===== src/rtl/wb_sdram_arbiter.sv =====
// wb_sdram_arbiter: two-master Wishbone B3 arbiter for the shared SDRAM port.
// m0 (screen DMA) has priority, a starved m1 outranks it, hung cycles abort with ERR.
module wb_sdram_arbiter #(
   parameter int AW      = 24,
   parameter int DW      = 32,
   parameter int STARVE  = 64,
   parameter int TIMEOUT = 255
) (
   input  logic            clk,
   input  logic            rst_n,
   input  logic            m0_cyc,
   input  logic            m0_stb,
   input  logic            m0_we,
   input  logic [AW-1:0]   m0_adr,
   input  logic [DW-1:0]   m0_dat_w,
   input  logic [DW/8-1:0] m0_sel,
   output logic            m0_ack,
   output logic            m0_err,
   input  logic            m1_cyc,
   input  logic            m1_stb,
   input  logic            m1_we,
   input  logic [AW-1:0]   m1_adr,
   input  logic [DW-1:0]   m1_dat_w,
   input  logic [DW/8-1:0] m1_sel,
   output logic            m1_ack,
   output logic            m1_err,
   output logic [DW-1:0]   m_dat_r,
   output logic            s_cyc,
   output logic            s_stb,
   output logic            s_we,
   output logic [AW-1:0]   s_adr,
   output logic [DW-1:0]   s_dat_w,
   output logic [DW/8-1:0] s_sel,
   input  logic            s_ack,
   input  logic [DW-1:0]   s_dat_r,
   output logic [1:0]      gnt
);

   localparam int WCW = $clog2(STARVE + 1);
   localparam int TCW = (TIMEOUT > 0) ? $clog2(TIMEOUT + 1) : 1;

   typedef enum logic [1:0] {IDLE, OWN0, OWN1, ABORT} state_t;

   state_t         state;
   state_t         state_nxt;
   state_t         arb;
   logic           own;
   logic           owning;
   logic           o_cyc;
   logic           o_stb;
   logic           stall;
   logic           starve;
   logic           to_hit;
   logic [WCW-1:0] wait_cnt;
   logic [TCW-1:0] to_cnt;

   assign starve = (wait_cnt == WCW'(STARVE));

   // A releasing master has cyc=0 here, so it never competes for its own handoff
   assign arb = (m1_cyc && (starve || !m0_cyc)) ? OWN1 :
                m0_cyc                          ? OWN0 : IDLE;

   assign owning = (state == OWN0) || (state == OWN1);
   assign o_cyc  = own ? m1_cyc : m0_cyc;
   assign o_stb  = own ? m1_stb : m0_stb;

   assign s_cyc   = owning & o_cyc;
   assign s_stb   = s_cyc & o_stb;
   assign s_we    = s_cyc & (own ? m1_we : m0_we);
   assign s_adr   = owning ? (own ? m1_adr : m0_adr) : '0;
   assign s_dat_w = owning ? (own ? m1_dat_w : m0_dat_w) : '0;
   assign s_sel   = owning ? (own ? m1_sel : m0_sel) : '0;
   assign m_dat_r = s_dat_r;

   assign m0_ack = owning & ~own & s_stb & s_ack;
   assign m1_ack = owning &  own & s_stb & s_ack;
   assign m0_err = (state == ABORT) & ~own & m0_stb;
   assign m1_err = (state == ABORT) &  own & m1_stb;

   assign gnt = (state == IDLE) ? 2'b00 : (own ? 2'b10 : 2'b01);

   assign stall  = s_stb & ~s_ack;
   assign to_hit = (TIMEOUT != 0) && stall &&
                   (to_cnt == TCW'(TIMEOUT - 1));

   always_comb begin
      state_nxt = state;
      unique case (state)
         IDLE: state_nxt = arb;
         OWN0, OWN1: begin
            if (!o_cyc)
               state_nxt = arb;
            else if (to_hit)
               state_nxt = ABORT;
         end
         ABORT: begin
            if (!o_cyc)
               state_nxt = arb;
         end
         default: state_nxt = IDLE;
      endcase
   end

   always_ff @(posedge clk or negedge rst_n) begin
      if (!rst_n) begin
         state    <= IDLE;
         own      <= 1'b0;
         wait_cnt <= '0;
         to_cnt   <= '0;
      end else begin
         state <= state_nxt;
         if (state_nxt == OWN0)
            own <= 1'b0;
         else if (state_nxt == OWN1)
            own <= 1'b1;
         to_cnt <= stall ? to_cnt + TCW'(1) : '0;
         if (!m1_cyc || state_nxt == OWN1)
            wait_cnt <= '0;
         else if (gnt != 2'b10 && !starve)
            wait_cnt <= wait_cnt + WCW'(1);
      end
   end

endmodule


===== config.mk =====
export PLATFORM = sky130hd
export DESIGN_NAME = wb_sdram_arbiter
export DESIGN_NICKNAME = d
export VERILOG_FILES = /design/src/rtl/wb_sdram_arbiter.sv
export SDC_FILE = /design/constraint.sdc
export NUM_CORES = 1
export LEC_CHECK = 0
export BUFFER_PORTS_ARGS = -buffer_cell sky130_fd_sc_hd__buf_2
export CORE_AREA = 2 2 102 104
export CTS_BUF_LIST = sky130_fd_sc_hd__clkbuf_16
export DETAILED_ROUTE_END_ITERATION = 8
export DIE_AREA = 0 0 104 106
export MAX_ROUTING_LAYER = met4
export SYNTH_ARGS = -nofsm -noshare
export SYNTH_HDL_FRONTEND = slang
export SYNTH_SLANG_ARGS = --single-unit

===== constraint.sdc =====
create_clock -name clk -period 2.65 [get_ports clk]
set_clock_uncertainty 0.15 [all_clocks]
set_input_delay 0.6625 -clock clk [delete_from_list [all_inputs] [get_ports clk]]
set_output_delay 0.6625 -clock clk [all_outputs]
set_load 0.03 [all_outputs]

==> out/summary.txt <==
Worst hold path type: input port to async pin
Longest individual stage delay on the worst path: 380 ps
Routability-driven placement congestion ratio: 0.812
Endpoints failing setup: 0
Primary flip-flop cell chosen by synthesis mapping: sky130_fd_sc_hd__dfrtp_1
Post-detailed-route count of antenna-violating nets: 0
Post-synthesis register bit count: 18
Cell count after synthesis: 281
Count of maximum capacitance violations: 0
Clock-pin slew of the registers on the worst-case setup and hold paths: 50 ps
Die extent in x: 104 um
Most common cell in the synthesized netlist: sky130_fd_sc_hd__nor2_1
Clock tree from TritonCTS: yes
Floorplan die height: 106 um
Area contributors post-synth: sky130_fd_sc_hd__mux2i_1, sky130_fd_sc_hd__dfrtp_1, sky130_fd_sc_hd__nor2_1, sky130_fd_sc_hd__buf_4, sky130_fd_sc_hd__ha_1
Run status: completed
Type of element launching the critical path: flip-flop
CP bufs+invs: 4
Total length of routed wires: 7.47 mm
Setup TNS after final layout: 0 ps
Critical path type: flip-flop to primary output
Max-Slew Margin vs Limit: 71.8%
Portion of the clock cycle consumed by the worst path in the final layout: 95.3%
EDFF count, synth: 0
Area growth from synthesis to layout: 44.9%
Die area: 0.0110 mm2
Achievable Freq: 396 MHz
Netlist area before placement: 0.00226 mm2
First-pass GRT wire length: 11.3 mm
Post-synthesis sequential area ratio: 20.0%
Number of DRC markers in iteration 0: 62
Standard-cell rows: 37
Crit path DAT: 1710 ps
Final number of hold-violating endpoints: 0
Core box area: 0.0100 mm2
Detailed-router iteration count before antenna repair: 4
Post-synthesis average cell area: 8.03 um2
Port Buf Inserts: 197
Cell Pwr Density: 1070 mW/mm2
Worst Setup End Kind: primary output
Overall Power: 0.00350 W
Cell at the slowest stage of the critical path: sky130_fd_sc_hd__dfrtp_1
Largest area contributor in the netlist: sky130_fd_sc_hd__mux2i_1
Commonest cells in the netlist: sky130_fd_sc_hd__nor2_1, sky130_fd_sc_hd__mux2i_1, sky130_fd_sc_hd__buf_4
Mean routed wirelength per cell: 12.9 um
Global-route congestion overflow total: 0
Crit Path Max Fanout: 31
Crit path time final: 2530 ps
Number of global-route vias before repair: 2293
Number of DRC violations after detailed routing: 0
Crit path max-delay family: buffers and inverters
H-tree Lvls: 1
Detailed-route vias per instance: 4.27
Antenna diodes: 0
Ys async rst share: 100%
Root buf cell: sky130_fd_sc_hd__clkbuf_16
Net Count, Synth: 450
Total number of clock tree sinks: 18
RSZ-0062 raised after global routing: no
P_leak: 2.08 nW
CP Data Required Time: 1840 ps
Peak ir drop on the vdd network: 0.000606 V
Later-pin clock latency in the skew report: 250 ps
Detailed-placement wirelength estimate: 6.46 mm
Boundary Pins: 262
Max-slew violations: 0
Number of vias after detailed routing: 2469
Hold Slack: 190 ps
Yosys warns: 0
Yosys top cell area share: 28.4%
GRT Overall Usage: 12.9%
Actual slew at the worst max-slew pin: 422 ps
Proportion of layout cells with a drive suffix above 1: 49.5%
Inserted Clock Buffers: 3
Maximum number of pins on one net before global-route repair: 49
Worst-path cell chain: inv_1, ha_1, inv_2, buf_4, nor3_1, buf_2
Clock Tree Buf Depth: 2
Distinct cell type count after synthesis: 39
Starting density of the core: 22.6%
Initial antenna violation count: 0
Number of nets in the final layout: 612
## cell usage in the layout (no fill, tap or decap), types with 2 or more instances in the layout
| cell | Yosys | final |
|---|---|---|
| sky130_fd_sc_hd__buf_2 | 7 | 197 |
| sky130_fd_sc_hd__nor2_1 | 80 | 80 |
| sky130_fd_sc_hd__mux2i_1 | 64 | 64 |
| sky130_fd_sc_hd__dfrtp_1 | 18 | 17 |
| sky130_fd_sc_hd__xor2_1 | 9 | 9 |
| sky130_fd_sc_hd__ha_1 | 8 | 8 |
| sky130_fd_sc_hd__inv_1 | 8 | 7 |
| sky130_fd_sc_hd__nand4_1 | 6 | 6 |
| sky130_fd_sc_hd__buf_4 | 32 | 6 |
| sky130_fd_sc_hd__nand3_1 | 5 | 5 |
| sky130_fd_sc_hd__and3_1 | 5 | 5 |
| sky130_fd_sc_hd__nand2_1 | 3 | 3 |
| sky130_fd_sc_hd__clkbuf_16 | 0 | 3 |
| sky130_fd_sc_hd__inv_2 | 1 | 2 |
| sky130_fd_sc_hd__a21oi_1 | 2 | 2 |
| sky130_fd_sc_hd__xnor2_1 | 2 | 2 |
| sky130_fd_sc_hd__buf_12 | 0 | 2 |
## repair_timing
| item | in CTS | in global routing |
|---|---|---|
| gates resized for setup | 0 | 4 |
| buffers inserted | 0 | 2 |
| setup endpoints to repair | 0 | 7 |
| hold buffers | 0 | 0 |
## cell type report
class / instances / area [um2]
flip-flops and latches: 18 / 454
clock buffers: 3 / 75.1
well taps: 136 / 170
fillers: 1091 / 6730
repair buffers: 205 / 1070
multi-input cells: 206 / 1460
inverters: 9 / 33.8
clock inverters: 1 / 3.75
## flip-flops by register name, summed over array words and instances (netlist names)
name / flops
state: 2
own: 1
to_cnt: 8
wait_cnt: 7
## per-layer routing
metal	vias up	global-route usage (%)	share of wire (%)
met4	0	2.80	0.71
met1	1110	14.2	40
li1	1238	-	-
met3	4	2.27	5.9
met2	117	24.2	54
met5	-	-	0
## report_power, final
part	switching, W	leakage, nW	internal (W)	total, W
Clock	0.000100	0.0385	0.000200	0.000301
Sequential	0.0000489	0.244	0.000314	0.000363
Combinational	0.00191	1.80	0.000933	0.00284
## cell families (layout without fill, tap and decap cells)
kind of cell	Yosys count	count (layout)	synth area share, %
simple gates	108	108	21.5
buf+inv	57	218	15.9
xor+xnor	11	11	4.27
flops	18	18	20.0
compound gates	15	15	5.55
fa+ha+maj	8	8	4.44
mux	64	64	28.4
## worst reg2reg max path: cells and delay by family, from the launching register on
kind | cells | cell delay [ps]
AOI/OAI and AO/OA | 5 | 770
buffers and inverters | 1 | 70
and+or+nand+nor | 2 | 500
adders and majority gates | 2 | 520
DFF | 1 | 350
## final timing paths
kind,from,slack (ps),cells past startpoint,to
worst max-delay path,state[1],120,6,s_we
worst max register to register,state[0],230,10,wait_cnt[2]
worst min register to register,to_cnt[5],390,2,to_cnt[5]
min in group clk,to_cnt[5],390,2,to_cnt[5]
worst min-delay path,rst_n,190,1,to_cnt[4]
max in group asynchronous,rst_n,1830,1,own
## through the flow
stage / setup slack, ps / instances / utilization [%] / cell area, um2
after floorplan: 186 / 281 / - / 2260
after global placement: 175 / 572 / 31.6 / 3160
after detailed placement: 74.4 / 572 / 31.6 / 3160
after CTS: 51.7 / 576 / 32.4 / 3240
after global routing: 0.309 / 578 / 32.7 / 3270
final: 123 / 578 / 32.7 / 3270
Note: power is estimated with default switching activity, not from simulation.
